## src/rtl/nb_sdram_pkg.sv

```systemverilog
// Shared types for the northbridge-to-SDRAM bridge: command layout,
// field offsets and issue FSM state encoding.
package nb_sdram_pkg;

    localparam int CMD_W        = 41;
    localparam int CMD_DATA_LSB = 0;
    localparam int CMD_BE_LSB   = 16;
    localparam int CMD_ADDR_LSB = 18;
    localparam int CMD_WR_BIT   = 40;

    typedef struct packed {
        logic        is_wr;
        logic [21:0] addr;
        logic [1:0]  be_n;
        logic [15:0] data;
    } cmd_t;

    typedef enum logic {
        ST_IDLE  = 1'b0,
        ST_ISSUE = 1'b1
    } state_t;

endpackage

```

## src/rtl/nb_sdram_fifo.sv

```systemverilog
// Single-clock show-ahead command FIFO.
// Ports: i_push/i_wdata write side; i_pop advances the head;
//   o_head is the oldest entry, o_next the one behind it;
//   o_full/o_empty/o_count report occupancy.
module nb_sdram_fifo #(
    parameter int DEPTH = 4,
    parameter int WIDTH = 41
) (
    input  logic                     clk,
    input  logic                     reset_n,
    input  logic                     i_push,
    input  logic [WIDTH-1:0]         i_wdata,
    input  logic                     i_pop,
    output logic [WIDTH-1:0]         o_head,
    output logic [WIDTH-1:0]         o_next,
    output logic                     o_full,
    output logic                     o_empty,
    output logic [$clog2(DEPTH):0]   o_count
);

    localparam int AW = $clog2(DEPTH);
    localparam int CW = AW + 1;

    logic [WIDTH-1:0] r_mem [DEPTH];
    logic [AW-1:0]    r_wr_ptr;
    logic [AW-1:0]    r_rd_ptr;
    logic [CW-1:0]    r_count;

    logic             w_push_ok;
    logic             w_pop_ok;
    logic [AW-1:0]    w_rd_ptr_nx;

    assign o_full      = (r_count == CW'(DEPTH));
    assign o_empty     = (r_count == '0);
    assign o_count     = r_count;
    assign w_push_ok   = i_push && !o_full;
    assign w_pop_ok    = i_pop && !o_empty;
    assign w_rd_ptr_nx = r_rd_ptr + AW'(1);
    assign o_head      = r_mem[r_rd_ptr];
    assign o_next      = r_mem[w_rd_ptr_nx];

    always_ff @(posedge clk) begin
        if (w_push_ok) begin
            r_mem[r_wr_ptr] <= i_wdata;
        end
    end

    always_ff @(posedge clk or negedge reset_n) begin
        if (!reset_n) begin
            r_wr_ptr <= '0;
            r_rd_ptr <= '0;
            r_count  <= '0;
        end else begin
            if (w_push_ok) begin
                r_wr_ptr <= r_wr_ptr + AW'(1);
            end
            if (w_pop_ok) begin
                r_rd_ptr <= w_rd_ptr_nx;
            end
            unique case ({w_push_ok, w_pop_ok})
                2'b10:   r_count <= r_count + CW'(1);
                2'b01:   r_count <= r_count - CW'(1);
                default: r_count <= r_count;
            endcase
        end
    end

endmodule

```

## src/rtl/nb_sdram_bridge.sv

```systemverilog
// Decoupling bridge between the 386SX northbridge and the SDRAM controller.
// Ports: up_* northbridge side (requests, waitrequest, in-order read
//   data with up_valid pulse); az_* commands to the controller, held
//   under za_waitrequest; za_* read returns; err sticky protocol flag;
//   stat_* 16-bit wrapping counters.
// Build option: NB_SDRAM_BRIDGE_STATS_EN enables the stat_* counters,
//   otherwise they are tied to zero.
module nb_sdram_bridge
    import nb_sdram_pkg::*;
#(
    parameter int CMD_DEPTH  = 4,
    parameter int MAX_RD_OUT = 4
) (
    input  logic        clk,
    input  logic        reset_n,
    input  logic [21:0] up_addr,
    input  logic [1:0]  up_be_n,
    input  logic [15:0] up_wdata,
    input  logic        up_rd_n,
    input  logic        up_wr_n,
    output logic        up_waitrequest,
    output logic [15:0] up_rdata,
    output logic        up_valid,
    output logic [21:0] az_addr,
    output logic [1:0]  az_be_n,
    output logic [15:0] az_data,
    output logic        az_rd_n,
    output logic        az_wr_n,
    input  logic [15:0] za_data,
    input  logic        za_valid,
    input  logic        za_waitrequest,
    output logic        err,
    output logic [15:0] stat_rd,
    output logic [15:0] stat_wr,
    output logic [15:0] stat_stall
);

    localparam int CW = $clog2(CMD_DEPTH) + 1;
    localparam int RW = $clog2(MAX_RD_OUT) + 1;
    localparam int TW = ((CW > RW) ? CW : RW) + 1;
    localparam logic [TW-1:0] LP_MAX_T = TW'(MAX_RD_OUT);
    localparam logic [RW-1:0] LP_MAX_R = RW'(MAX_RD_OUT);

    logic             w_rd_req;
    logic             w_wr_req;
    logic             w_both;
    logic             w_rd_block;
    logic             w_waitreq;
    logic             w_push;
    logic             w_full;
    logic             w_empty;
    logic [CW-1:0]    w_count;
    cmd_t             w_push_cmd;
    logic [CMD_W-1:0] w_head;
    logic [CMD_W-1:0] w_next;
    logic [CMD_W-1:0] w_ld;
    logic             w_done;
    logic             w_done_rd;
    logic             w_ret;
    logic             w_credit;
    logic             w_issue_idle;
    logic             w_issue_b2b;
    logic [RW-1:0]    w_rd_out_nx;
    logic [TW-1:0]    w_rd_total;

    state_t           r_state;
    logic [21:0]      r_az_addr;
    logic [1:0]       r_az_be_n;
    logic [15:0]      r_az_data;
    logic             r_az_rd_n;
    logic             r_az_wr_n;
    logic [RW-1:0]    r_rd_out;
    logic [CW-1:0]    r_q_rd;
    logic             r_up_valid;
    logic [15:0]      r_up_rdata;
    logic             r_err;

    assign w_rd_req = !up_rd_n && up_wr_n;
    assign w_wr_req = up_rd_n && !up_wr_n;
    assign w_both   = !up_rd_n && !up_wr_n;

    // Reads still queued (including the one on az_*) plus reads awaiting
    // data must never exceed the credit limit.
    assign w_rd_total = TW'(r_q_rd) + TW'(r_rd_out);
    assign w_rd_block = w_rd_req && (w_rd_total >= LP_MAX_T);
    assign w_waitreq  = !reset_n || w_full || w_both || w_rd_block;
    assign w_push     = (w_rd_req || w_wr_req) && !w_waitreq;

    assign w_push_cmd = '{is_wr: w_wr_req,
                          addr:  up_addr,
                          be_n:  up_be_n,
                          data:  up_wdata};

    // The head entry stays in the FIFO until the controller takes it,
    // so the command on az_* still occupies a slot.
    nb_sdram_fifo #(
        .DEPTH (CMD_DEPTH),
        .WIDTH (CMD_W)
    ) u_fifo (
        .clk     (clk),
        .reset_n (reset_n),
        .i_push  (w_push),
        .i_wdata (w_push_cmd),
        .i_pop   (w_done),
        .o_head  (w_head),
        .o_next  (w_next),
        .o_full  (w_full),
        .o_empty (w_empty),
        .o_count (w_count)
    );

    assign w_done    = (r_state == ST_ISSUE) && !za_waitrequest;
    assign w_done_rd = w_done && !r_az_rd_n;
    assign w_ret     = za_valid && (r_rd_out != '0);

    always_comb begin
        w_rd_out_nx = r_rd_out;
        unique case ({w_done_rd, w_ret})
            2'b10:   w_rd_out_nx = r_rd_out + RW'(1);
            2'b01:   w_rd_out_nx = r_rd_out - RW'(1);
            default: w_rd_out_nx = r_rd_out;
        endcase
    end

    // A read may go out only if its eventual completion still fits.
    assign w_credit = (w_rd_out_nx < LP_MAX_R);

    assign w_issue_idle = (r_state == ST_IDLE) && !w_empty
                        && (w_head[CMD_WR_BIT] || w_credit);
    assign w_issue_b2b  = w_done && (w_count >= CW'(2))
                        && (w_next[CMD_WR_BIT] || w_credit);

    assign w_ld = (r_state == ST_ISSUE) ? w_next : w_head;

    always_ff @(posedge clk or negedge reset_n) begin
        if (!reset_n) begin
            r_state   <= ST_IDLE;
            r_az_addr <= '0;
            r_az_be_n <= '0;
            r_az_data <= '0;
            r_az_rd_n <= 1'b1;
            r_az_wr_n <= 1'b1;
        end else begin
            unique case (r_state)
                ST_IDLE: begin
                    if (w_issue_idle) begin
                        r_az_addr <= w_ld[CMD_ADDR_LSB +: 22];
                        r_az_be_n <= w_ld[CMD_BE_LSB +: 2];
                        r_az_data <= w_ld[CMD_DATA_LSB +: 16];
                        r_az_wr_n <= !w_ld[CMD_WR_BIT];
                        r_az_rd_n <= w_ld[CMD_WR_BIT];
                        r_state   <= ST_ISSUE;
                    end
                end
                ST_ISSUE: begin
                    if (w_issue_b2b) begin
                        r_az_addr <= w_ld[CMD_ADDR_LSB +: 22];
                        r_az_be_n <= w_ld[CMD_BE_LSB +: 2];
                        r_az_data <= w_ld[CMD_DATA_LSB +: 16];
                        r_az_wr_n <= !w_ld[CMD_WR_BIT];
                        r_az_rd_n <= w_ld[CMD_WR_BIT];
                    end else if (w_done) begin
                        r_az_rd_n <= 1'b1;
                        r_az_wr_n <= 1'b1;
                        r_state   <= ST_IDLE;
                    end
                end
                default: r_state <= ST_IDLE;
            endcase
        end
    end

    always_ff @(posedge clk or negedge reset_n) begin
        if (!reset_n) begin
            r_rd_out <= '0;
            r_q_rd   <= '0;
        end else begin
            r_rd_out <= w_rd_out_nx;
            unique case ({w_push && w_rd_req, w_done_rd})
                2'b10:   r_q_rd <= r_q_rd + CW'(1);
                2'b01:   r_q_rd <= r_q_rd - CW'(1);
                default: r_q_rd <= r_q_rd;
            endcase
        end
    end

    always_ff @(posedge clk or negedge reset_n) begin
        if (!reset_n) begin
            r_up_valid <= 1'b0;
            r_up_rdata <= '0;
            r_err      <= 1'b0;
        end else begin
            r_up_valid <= w_ret;
            if (w_ret) begin
                r_up_rdata <= za_data;
            end
            // Conflicting request or data with no read outstanding.
            if (w_both || (za_valid && (r_rd_out == '0))) begin
                r_err <= 1'b1;
            end
        end
    end

`ifdef NB_SDRAM_BRIDGE_STATS_EN
    logic [15:0] r_stat_rd;
    logic [15:0] r_stat_wr;
    logic [15:0] r_stat_stall;

    always_ff @(posedge clk or negedge reset_n) begin
        if (!reset_n) begin
            r_stat_rd    <= '0;
            r_stat_wr    <= '0;
            r_stat_stall <= '0;
        end else begin
            if (w_ret) begin
                r_stat_rd <= r_stat_rd + 16'd1;
            end
            if (w_done && !r_az_wr_n) begin
                r_stat_wr <= r_stat_wr + 16'd1;
            end
            if ((!up_rd_n || !up_wr_n) && w_waitreq) begin
                r_stat_stall <= r_stat_stall + 16'd1;
            end
        end
    end

    assign stat_rd    = r_stat_rd;
    assign stat_wr    = r_stat_wr;
    assign stat_stall = r_stat_stall;
`else
    assign stat_rd    = '0;
    assign stat_wr    = '0;
    assign stat_stall = '0;
`endif

    assign up_waitrequest = w_waitreq;
    assign up_rdata       = r_up_rdata;
    assign up_valid       = r_up_valid;
    assign az_addr        = r_az_addr;
    assign az_be_n        = r_az_be_n;
    assign az_data        = r_az_data;
    assign az_rd_n        = r_az_rd_n;
    assign az_wr_n        = r_az_wr_n;
    assign err            = r_err;

endmodule

```

## config.mk

```make
export PLATFORM = sky130hd
export DESIGN_NAME = nb_sdram_bridge
export DESIGN_NICKNAME = d
export VERILOG_FILES = /design/src/rtl/nb_sdram_pkg.sv /design/src/rtl/nb_sdram_fifo.sv /design/src/rtl/nb_sdram_bridge.sv
export SDC_FILE = /design/constraint.sdc
export NUM_CORES = 1
export LEC_CHECK = 0
export ABC_AREA = 1
export ABC_CLOCK_PERIOD_IN_PS = 5550
export CAP_MARGIN = 20
export CELL_PAD_IN_SITES_DETAIL_PLACEMENT = 1
export CELL_PAD_IN_SITES_GLOBAL_PLACEMENT = 2
export CORE_MARGIN = 5
export CORE_UTILIZATION = 37
export CTS_CLUSTER_DIAMETER = 60
export DETAILED_ROUTE_END_ITERATION = 8
export PLACE_DENSITY = 0.91
export REMOVE_ABC_BUFFERS = 1
export SYNTH_ARGS = -nofsm -noshare
export SYNTH_HDL_FRONTEND = slang
export SYNTH_SLANG_ARGS = --single-unit
```

## constraint.sdc

```tcl
create_clock -name clk -period 5.55 [get_ports clk]
set_input_delay 0.8325 -clock clk [delete_from_list [all_inputs] [get_ports clk]]
set_output_delay 0.8325 -clock clk [all_outputs]
set_load 0.01 [all_outputs]
```

Yosys cells after proc, flatten, opt, wreduce, memory -nomap -nowiden
Memories as Yosys holds them, arrays and structs flattened.
Cells that the tools add are included.
W data, S select, Z words.
{ "word_totals": {"ff_bits": 74, "ram_bits": 164, "word_cells": 103, "mem_count": 1} }
{ "memory_table": {"columns": ["name", "depth", "word_bits", "rd", "rd_ports_with_merged_regs", "wr", "line", "source"], "rows": [
  ["u_fifo.r_mem", 4, 41, 2, 0, 1, "nb_sdram_fifo.sv:24", "logic [WIDTH-1:0] r_mem [DEPTH];"]
]} }
{ "op_classes": {"add_sub_neg": 9, "order_cmp": 3, "n_eq_ne": 10, "mux": 26, "bitwise_logic": 1, "n_reduce_logical": 39} }
{ "op_table": {"columns": ["op", "n"], "rows": [
  ["$mux W22", 2],
  ["$pmux W22 S2", 1],
  ["$mux W41", 1],
  ["$mux W16", 2],
  ["$pmux W16 S2", 1],
  ["$pmux W3 S2", 3],
  ["$logic_and A1 B1 Y1", 16],
  ["$mux W1", 10],
  ["$add A3 B1 Y3 const B", 3],
  ["$logic_not A1 Y1", 9],
  ["$sub A3 B1 Y3 const B", 3],
  ["$logic_or A1 B1 Y1", 7],
  ["$eq A2 B1 Y1 const B", 3],
  ["$eq A2 B2 Y1 const B", 3],
  ["$logic_not A3 Y1", 2],
  ["$pmux W1 S2", 3],
  ["$add A2 B1 Y2 const B", 2],
  ["$add A3 B3 Y4", 1],
  ["$ge A4 B3 Y1 const B", 1],
  ["$mux W2", 2],
  ["$ne A2 B2 Y1 const B", 2],
  ["$pmux W2 S2", 1],
  ["$reduce_and A2 Y1", 2],
  ["$reduce_bool A2 Y1", 2],
  ["6 further kinds", 6]
]} }

Longest topological paths before layout
Gate-level depths: netlist of run 1.
{ "logic_depth": {"word_depth": 10, "ltp_mapped": 19, "mapped_depth_nobuf": 17} }

Cells and area by module
A second synthesis of run 1 with hierarchy kept.
{ "hier_totals": {"hier_cells": 1361, "area_unflattened_um2": 12156.7} }
{ "modules_own_cells": {"columns": ["mod", "n_inst", "cells_per_inst", "area_each_um2"], "rows": [
  ["nb_sdram_fifo", 1, 856, 8395.6],
  ["nb_sdram_bridge", 1, 505, 3761.1]
]} }

Least setup slack after synthesis of run 1
Ideal clock, no wire load.
{ "synth_path": {"path_type": "input port to flip-flop", "startpoint": "input port up_rd_n", "endpoint": "memory u_fifo.r_mem[0][0] (enable)", "setup_ns": 0.440, "arrival_ns": 3.386, "setup_slack_ns": 1.725, "stages": 7, "path_buffers": 0, "path_cell_list": "inv_1 -> ha_1 -> inv_1 -> nand2_1 -> a31oi_1 -> nand3_1 -> nor2_1"} }
{ "synth_via": {"elab_chain_cells": 9, "elab_cells_between_ends": 13, "cone_classes": "2 x mux; 11 x reduce/logical"} }
{ "synth_rtl": {"columns": ["item", "line", "source"], "rows": [
  ["start: declaration", "nb_sdram_bridge.sv:19", "input logic up_rd_n,"],
  ["$logic_not A1 Y1", "nb_sdram_bridge.sv:78, nb_sdram_bridge.sv:80", null],
  ["$logic_and A1 B1 Y1, on equally long branches", "nb_sdram_bridge.sv:80, nb_sdram_bridge.sv:78", null],
  ["$logic_or A1 B1 Y1 / $logic_and A1 B1 Y1 (equally long branches)", "nb_sdram_bridge.sv:86, nb_sdram_bridge.sv:85", null],
  ["$logic_or A1 B1 Y1", "nb_sdram_bridge.sv:86", "assign w_waitreq = !reset_n || w_full || w_both || w_rd_block;"],
  ["$logic_not A1 Y1", "nb_sdram_bridge.sv:87", "assign w_push = (w_rd_req || w_wr_req) && !w_waitreq;"],
  ["$logic_and A1 B1 Y1 (*)", "nb_sdram_bridge.sv:87", null],
  ["$logic_and A1 B1 Y1 (*)", "nb_sdram_fifo.sv:36", "assign w_push_ok = i_push && !o_full;"],
  ["$mux W1 (*)", "nb_sdram_fifo.sv:43", "if (w_push_ok) begin"],
  ["$mux W1 (not written as such) (*)", "nb_sdram_fifo.sv:44", "r_mem[r_wr_ptr] <= i_wdata;"],
  ["end: declaration", "nb_sdram_fifo.sv:24", null]
]} }
Every way passes the cells marked *; elsewhere a longest branch is shown, timed or not.

Worst setup path after layout of run 1
{ "layout_path": {"startpoint": "input port za_valid", "endpoint": "register r_az_data[6], in the netlist az_data[6]"} }
{ "layout_via": {"elab_chain_cells": 8, "elab_cells_between_ends": 12, "cone_classes": "1 x order compare; 4 x eq/ne; 1 x mux; 6 x reduce/logical"} }
{ "layout_rtl": {"columns": ["item", "line", "source"], "rows": [
  ["start: declaration", "nb_sdram_bridge.sv:30", "input logic za_valid,"],
  ["$logic_and A1 B1 Y1 (*)", "nb_sdram_bridge.sv:114", "assign w_ret = za_valid && (r_rd_out != '0);"],
  ["$eq A2 B1 Y1 / $eq A2 B2 Y1 (equally long branches)", "nb_sdram_bridge.sv:118", "unique case ({w_done_rd, w_ret})"],
  ["$pmux W3 S2 (*)", "nb_sdram_bridge.sv:118", null],
  ["named net w_rd_out_nx[2]", "nb_sdram_bridge.sv:63", "logic [RW-1:0] w_rd_out_nx;"],
  ["$lt A3 B3 Y1 (*)", "nb_sdram_bridge.sv:126", "assign w_credit = (w_rd_out_nx < LP_MAX_R);"],
  ["$logic_or A1 B1 Y1, on equally long branches", "nb_sdram_bridge.sv:131, nb_sdram_bridge.sv:129", null],
  ["$logic_and A1 B1 Y1, on equally long branches", "nb_sdram_bridge.sv:131, nb_sdram_bridge.sv:129", null],
  ["$ne A2 B2 Y1 (no source line)", null, null],
  ["$reduce_and A2 Y1 (no source line) (*)", null, null],
  ["end signal: assignment", "nb_sdram_bridge.sv:149", "r_az_data <= w_ld[CMD_DATA_LSB +: 16];"],
  ["end signal: assignment", "nb_sdram_bridge.sv:159", "r_az_data <= w_ld[CMD_DATA_LSB +: 16];"],
  ["end: declaration", "nb_sdram_bridge.sv:69", "logic [15:0] r_az_data;"]
]} }
The timed path passes the listed nets; every way through them passes the cells marked *.
A chain may end at the register's enable or synchronous reset.

==> impl_metrics.yaml, run 1 <==
setup_path:
  slowest_delay_ns: 0.46
  path_class: "input pin to flop"
  critPathCaptureType: "flop"
  cp_common_cell: "nand2_1"
  slowest_stage: "nand2_4"
  cp-start-kind: "input pin"
  critPathMaxFanout: 40
  cp_data_required_time_ns: 5.96
  critPathArrivalTime_ns: 4.18
  cp_cell_sequence: "clkdlybuf4s50_1 -> nand2_1 -> clkinv_1 -> ha_1 -> fa_1 -> inv_1 -> nand2_1 -> nand3_1 -> nand2_1 -> nand2_1 -> nand3_1 -> nand2_2 -> nand2_4 -> nand2_1 -> nand2_1"
  crit_family: "simple AND/OR/NAND/NOR gates"
  cp_num_buf_inv: 3
timing:
  clock_skew_ns: 0.008554
  worst_slew_pin_slew_ns: 1.012
  relSlewSlack_pct: 32.53
  fmax_ghz: 0.2654
  rsz0062_at_grt: "false"
  setup_tns_ns: 0
  worst_slack_ns: 1.782
  final.period_utilization_pct: 67.89
  setup_violations: 0
  hold_viol_final: 0
  maxSlewViolCount: 0
  finalCriticalPeriod_ns: 3.768
clock_network:
  cts_root_buf: "clkbuf_16"
  htree_levels: 1
  cts_buffers: 27
  clock_path_buffers: 3
  cts.reportedPaths.clkPinSlew_ns: 0.06
  clock-sinks: 238
  cts_resized: 0
  cts_hold_buffers: 0
  clk_latency_ns: 0.53
  cts_tree: "done"
  postCtsSetupBuffers: 0
route:
  drtIter0Drc: 372
  routed-via-count: 7782
  via_per_inst: 4.864
  avgRoutedWirePerCell_um: 17.49
  first_pass_iters: 6
  wl_um: 27980
  drc: 0
  ant_nets: 0
synthesis:
  synthesis.area_um2: 10800
  synth_warnings: 0
  avgSynthCellArea_um2: 9.918
  ys_types: 32
  synth_cells: 1089
  synth-seq-cells: 238
  ys_seq_area_share_pct: 62.77
power:
  switchingPower_mw: 2.750
  ir_drop_mv: 0.2992
  power_mw: 7.115
  seqPwrFrac_pct: 36.8
  powerDensity_nw_per_um2: 545.2
  comb_power_share_pct: 38.7
  swShare_pct: 38.66
  p_leak_nw: 5.659
  power_frac_clock_pct: 24.5
  internal_power_mw: 4.365
final_layout:
  fin_nets: 1270
  drive_gt1_share_pct: 5.359
  areaGrowthSynthToFinish_pct: 20.83
  fin_area_um2: 13050
  stdcell_count: 1600
  final_common_cell: "nand2_1"
  layout_common_cells: "410 x nand2_1, 164 x edfxtp_1, 121 x clkdlybuf4s50_1, 108 x inv_1, 87 x nand3_1"
placement:
  dpl-instance-area_um2: 12170
  finalWeightedCongestion: 0.7204
  hpwl_um: 16810
  placed_cells: 1548
  io_buffers: 122
  dp_slack_ns: 1.196
run_status:
  status: "finished, final reports clean"
floorplan:
  fp.dieH_um: 180.9
  num_io_pins: 171
  core_area_um2: 28780
  start_util_pct: 37.53
  die_area_um2: 32710
  rows: 62
  die_w_um: 180.9
grt:
  first_global_vias: 8462
  grt_antenna_before_repair: 4
  grt.total_usage_pct: 16.78
  gr-total-overflow: 0
  grt_pass1_wl_um: 44510
  grt_max_degree: 85
run:
  maxCapViolations: 0
worst_hold_path:
  hold_path.class: "input pin to asynchronous set/reset pin"
## cell type report
type | instances | area, um2
Tap cell | 384 | 480.5
Sequential cell | 238 | 6783
Antenna cell | 3 | 7.507
Fill cell | 3179 | 15730
Clock inverter | 8 | 100.1
Timing Repair Buffer | 131 | 1311
Multi-Input combinational cell | 684 | 3183
Inverter | 111 | 416.7
Clock buffer | 41 | 768.2
## synthesized netlist by cell type (all sizes together)
cell type / count / area share [%]
a21oi: 4 / 0.29
a311o: 1 / 0.093
a31oi: 1 / 0.058
and2: 1 / 0.058
buf: 79 / 5.1
clkbuf: 24 / 0.83
clkinv: 1 / 0.035
conb: 1 / 0.035
dfrtp: 72 / 17
dfstp: 2 / 0.49
edfxtp: 164 / 46
fa: 3 / 0.56
ha: 12 / 1.4
inv: 110 / 3.8
nand2: 415 / 15
nand3: 87 / 4.0
nand4: 2 / 0.12
nor2: 11 / 0.38
nor3: 2 / 0.093
o211ai: 2 / 0.14
o21ai: 7 / 0.32
o22ai: 80 / 4.6
or2: 1 / 0.058
xnor2: 4 / 0.32
xor2: 3 / 0.24
## layer usage
| layer | vias up | global-route usage (%) | wire [um] |
|---|---|---|---|
| met2 | 186 | 30.52 | 14210 |
| met4 | 2 | 5.293 | 809 |
| met1 | 3847 | 20.26 | 11610 |
| met3 | 46 | 2.876 | 1329 |
| met5 | - | 0 | 13 |
| li1 | 3701 | - | - |
## registers in the layout, summed over array words and instances (netlist names)
register / flops
az_addr: 22
r_q_rd: 3
r_state: 1
az_be_n: 2
r_rd_out: 3
up_valid: 1
u_fifo.r_rd_ptr: 2
u_fifo.o_count: 3
u_fifo.r_wr_ptr: 2
az_wr_n: 1
az_data: 16
az_rd_n: 1
err: 1
u_fifo.r_mem: 164
up_rdata: 16
## power groups by stage
stage          registers, mW  clock network [mW]  logic (mW)
6_report                2.62                1.74        2.75
5_1_grt                 2.67                1.87        3.09
4_1_cts                 2.63                1.78        2.80
3_5_place_dp            2.66                   0        2.78
3_3_place_gp            2.65                   0        2.66
2_1_floorplan           2.61                   0        1.60
## final timing paths
path | start | to | slack, ns | cells after the start
worst min-delay path | reset_n | az_data[5] | 0.19 | 1
min in group clk | r_q_rd[2] | r_q_rd[2] | 0.48 | 1
worst max register to register | r_rd_out[1] | az_data[6] | 1.86 | 16
worst min register to register | r_q_rd[2] | r_q_rd[2] | 0.48 | 1
worst max-delay path | za_valid | az_data[6] | 1.78 | 15
max in group asynchronous | reset_n | u_fifo.r_rd_ptr[1] | 4.22 | 2
## cell families (layout without fill, tap and decap cells)
family	count (synthesis)	in the layout	share of synthesized area, %
DFF	238	238	62.77
other	1	51	0.03472
and+or+nand+nor	519	519	19.32
buffers and inverters	214	291	9.824
xor gates and xnor gates	7	7	0.5677
adders and majority gates	15	15	1.946
AOI/OAI and AO/OA	95	95	5.538
## per-stage QoR
| step | util [%] | hold slack [ns] |
|---|---|---|
| finish | 45.34 | 0.1879 |
| global route | 45.34 | 0.1912 |
| CTS | 45.32 | 0.1781 |
| detailed placement | 42.30 | 0.4677 |
| global placement | 42.30 | 0.4558 |
| floorplan | - | 0.4504 |
No activity file was read; power rests on OpenSTA's default activity.
==> run 2: changes to the inputs <==
--- a/config.mk
+++ b/config.mk
@@ -6,15 +6,15 @@
 export NUM_CORES = 1
 export LEC_CHECK = 0
 export ABC_AREA = 1
-export ABC_CLOCK_PERIOD_IN_PS = 5550
+export ABC_CLOCK_PERIOD_IN_PS = 3500
 export CAP_MARGIN = 20
 export CELL_PAD_IN_SITES_DETAIL_PLACEMENT = 1
 export CELL_PAD_IN_SITES_GLOBAL_PLACEMENT = 2
 export CORE_MARGIN = 5
-export CORE_UTILIZATION = 37
+export CORE_UTILIZATION = 34
 export CTS_CLUSTER_DIAMETER = 60
 export DETAILED_ROUTE_END_ITERATION = 8
-export PLACE_DENSITY = 0.91
+export PLACE_DENSITY = 0.85
 export REMOVE_ABC_BUFFERS = 1
 export SYNTH_ARGS = -nofsm -noshare
 export SYNTH_HDL_FRONTEND = slang
==> constraint.sdc (replaced) <==
create_clock -name clk -period 3.5 [get_ports clk]
set_input_delay 0.525 -clock clk [delete_from_list [all_inputs] [get_ports clk]]
set_output_delay 0.525 -clock clk [all_outputs]
set_load 0.01 [all_outputs]
==> run 2 against run 1 <==
Wire length about the same. Register-to-register slack worse by 1.3 ns. Non-clock buffer count up 16. Sequential share of layout area down 0.66 points. Setup slack worse by 1.2 ns. Clock power up 62%. Utilization down 3.3 points. Hold slack better by 0.20 ns. First-iteration DRC count down 1.1%. Highest routed layer unchanged. Global-route usage down 1.5 points. Cell count up 2.0%.
==> impl_metrics.yaml, run 2 (synthesis results as in run 1) <==
route:
  wl_um: 27970
  drc: 0
  drtIter0Drc: 368
  first_pass_iters: 5
  avgRoutedWirePerCell_um: 17.14
  via_per_inst: 4.817
  ant_nets: 0
  routed-via-count: 7862
setup_path:
  r2r-end: "az_addr[3]"
  critPathMaxFanout: 40
  cp-start-kind: "flop"
  critPathArrivalTime_ns: 3.36
  critPathCaptureType: "flop"
  critical_path.startpoint: "r_state"
  cp_data_required_time_ns: 3.93
  timing.rr.start: "r_state"
  r2r_cells: 16
  cp-endpoint: "az_addr[3]"
  rrSetupSlack_ns: 0.57
  path_class: "flop to flop"
final_layout:
  areaGrowthSynthToFinish_pct: 22.39
  diodes: 0
  fin_nets: 1286
  largest_reg_flops: 164
  final_common_cell: "nand2_1"
  drive_gt1_share_pct: 6.992
  fin_util_pct: 42.00
  stdcell_count: 1632
  layout_common_cells: "410 x nand2_1, 164 x edfxtp_1, 121 x clkdlybuf4s50_1, 108 x inv_1, 87 x nand3_1"
  fin_area_um2: 13220
  largest-register: "u_fifo.r_mem"
floorplan:
  start_util_pct: 34.32
  die_w_um: 188.2
  fp.dieH_um: 188.2
  num_io_pins: 171
  core_area_um2: 31470
  rows: 65
  die_area_um2: 35430
clock_network:
  cts_tree: "done"
  cts_root_buf: "clkbuf_16"
  cts.reportedPaths.clkPinSlew_ns: 0.06
  postCtsSetupBuffers: 0
  cts_buffers: 27
  htree_levels: 1
  clock-sinks: 238
  clock_path_buffers: 3
  clk_latency_ns: 0.55
timing:
  finalCriticalPeriod_ns: 2.926
  fmax_ghz: 0.3418
  worst_slack_ns: 0.5739
  rsz0062_at_grt: "false"
  maxSlewViolCount: 0
  clock_skew_ns: 0.02018
  worst_slew_pin_slew_ns: 0.9487
  setup_tns_ns: 0
  hold_viol_final: 0
  relSlewSlack_pct: 36.75
  final.period_utilization_pct: 83.60
  hold_ws_ns: 0.3878
  setup_violations: 0
placement:
  dp_slack_ns: 0.1796
  io_buffers: 122
  dpl-instance-area_um2: 12310
  placed_cells: 1581
  hpwl_um: 17600
  finalWeightedCongestion: 0.7277
power:
  p_leak_nw: 5.763
  power_mw: 11.42
  ir_drop_mv: 0.5476
  powerDensity_nw_per_um2: 864.2
grt:
  grt.total_usage_pct: 15.26
  gr-total-overflow: 0
  grt_pass1_wl_um: 43810
  grt_max_degree: 81
  grt_antenna_before_repair: 1
  first_global_vias: 8207
worst_hold_path:
  hold_path.class: "input pin to asynchronous set/reset pin"
run:
  maxCapViolations: 0
run_status:
  status: "finished, final reports clean"
## run 2: cell types whose count changed in the layout (fill, tap and decap cells not counted), sizes merged
cell / previous run / this run
buf: 10 / 25
clkinv: 5 / 15
dlygate4sd3: 0 / 1
diode: 3 / 0
clkbuf: 41 / 32
## run 2: layout make-up
class                           instances  area, um2
Fill cell                            3523      18260
Sequential cell                       238       6783
Multi-Input combinational cell        684       3183
Timing Repair Buffer                  147       1434
Clock buffer                           32      744.5
Tap cell                              402      503.0
Inverter                              111      416.7
Clock inverter                         18      155.1
## run 2: worst max-delay path: stages, from the launching register on
cell	delay, ns
dfrtp_1	0.51
inv_2	0.12
or2_1	0.23
nor2_1	0.15
inv_1	0.06
ha_1	0.22
fa_1	0.39
inv_1	0.06
nand2_1	0.06
nand3_1	0.07
nand2_1	0.05
nand2_1	0.10
nand3_1	0.11
nand2_2	0.13
nand2_4	0.32
nand2_1	0.17
nand2_1	0.06
## run 2: what timing repair did
| item | in CTS | in global routing |
|---|---|---|
| hold buffers | 1 | 0 |
| endpoints found under the hold margin | 12 | 0 |
| resized for setup | 0 | 0 |
## run 2: worst min-delay path by stage
stage               slack (ns)  depth (start not counted)     endpoint    start
CTS                       0.37                          2   az_data[0]  reset_n
floorplan                 0.23                          0   az_addr[0]  reset_n
finish                    0.39                          2   az_data[0]  reset_n
detailed placement        0.40                          1  az_addr[14]  reset_n
global route              0.40                          2   az_data[0]  reset_n
global placement          0.40                          1  az_addr[14]  reset_n
## run 2: power breakdown
group          internal, mW  switching [mW]  total, mW
Sequential             3.61           0.407       4.02
Combinational          1.72            2.87       4.59
Clock                  1.67            1.15       2.82
## run 2: routing by layer
layer / vias to the layer above / wire [um] / global-route usage (%)
li1: 3727 / - / -
met1: 3905 / 12100 / 18.99
met2: 192 / 13800 / 27.63
met3: 36 / 1550 / 2.890
met4: 2 / 506 / 3.331
met5: - / 13 / 0
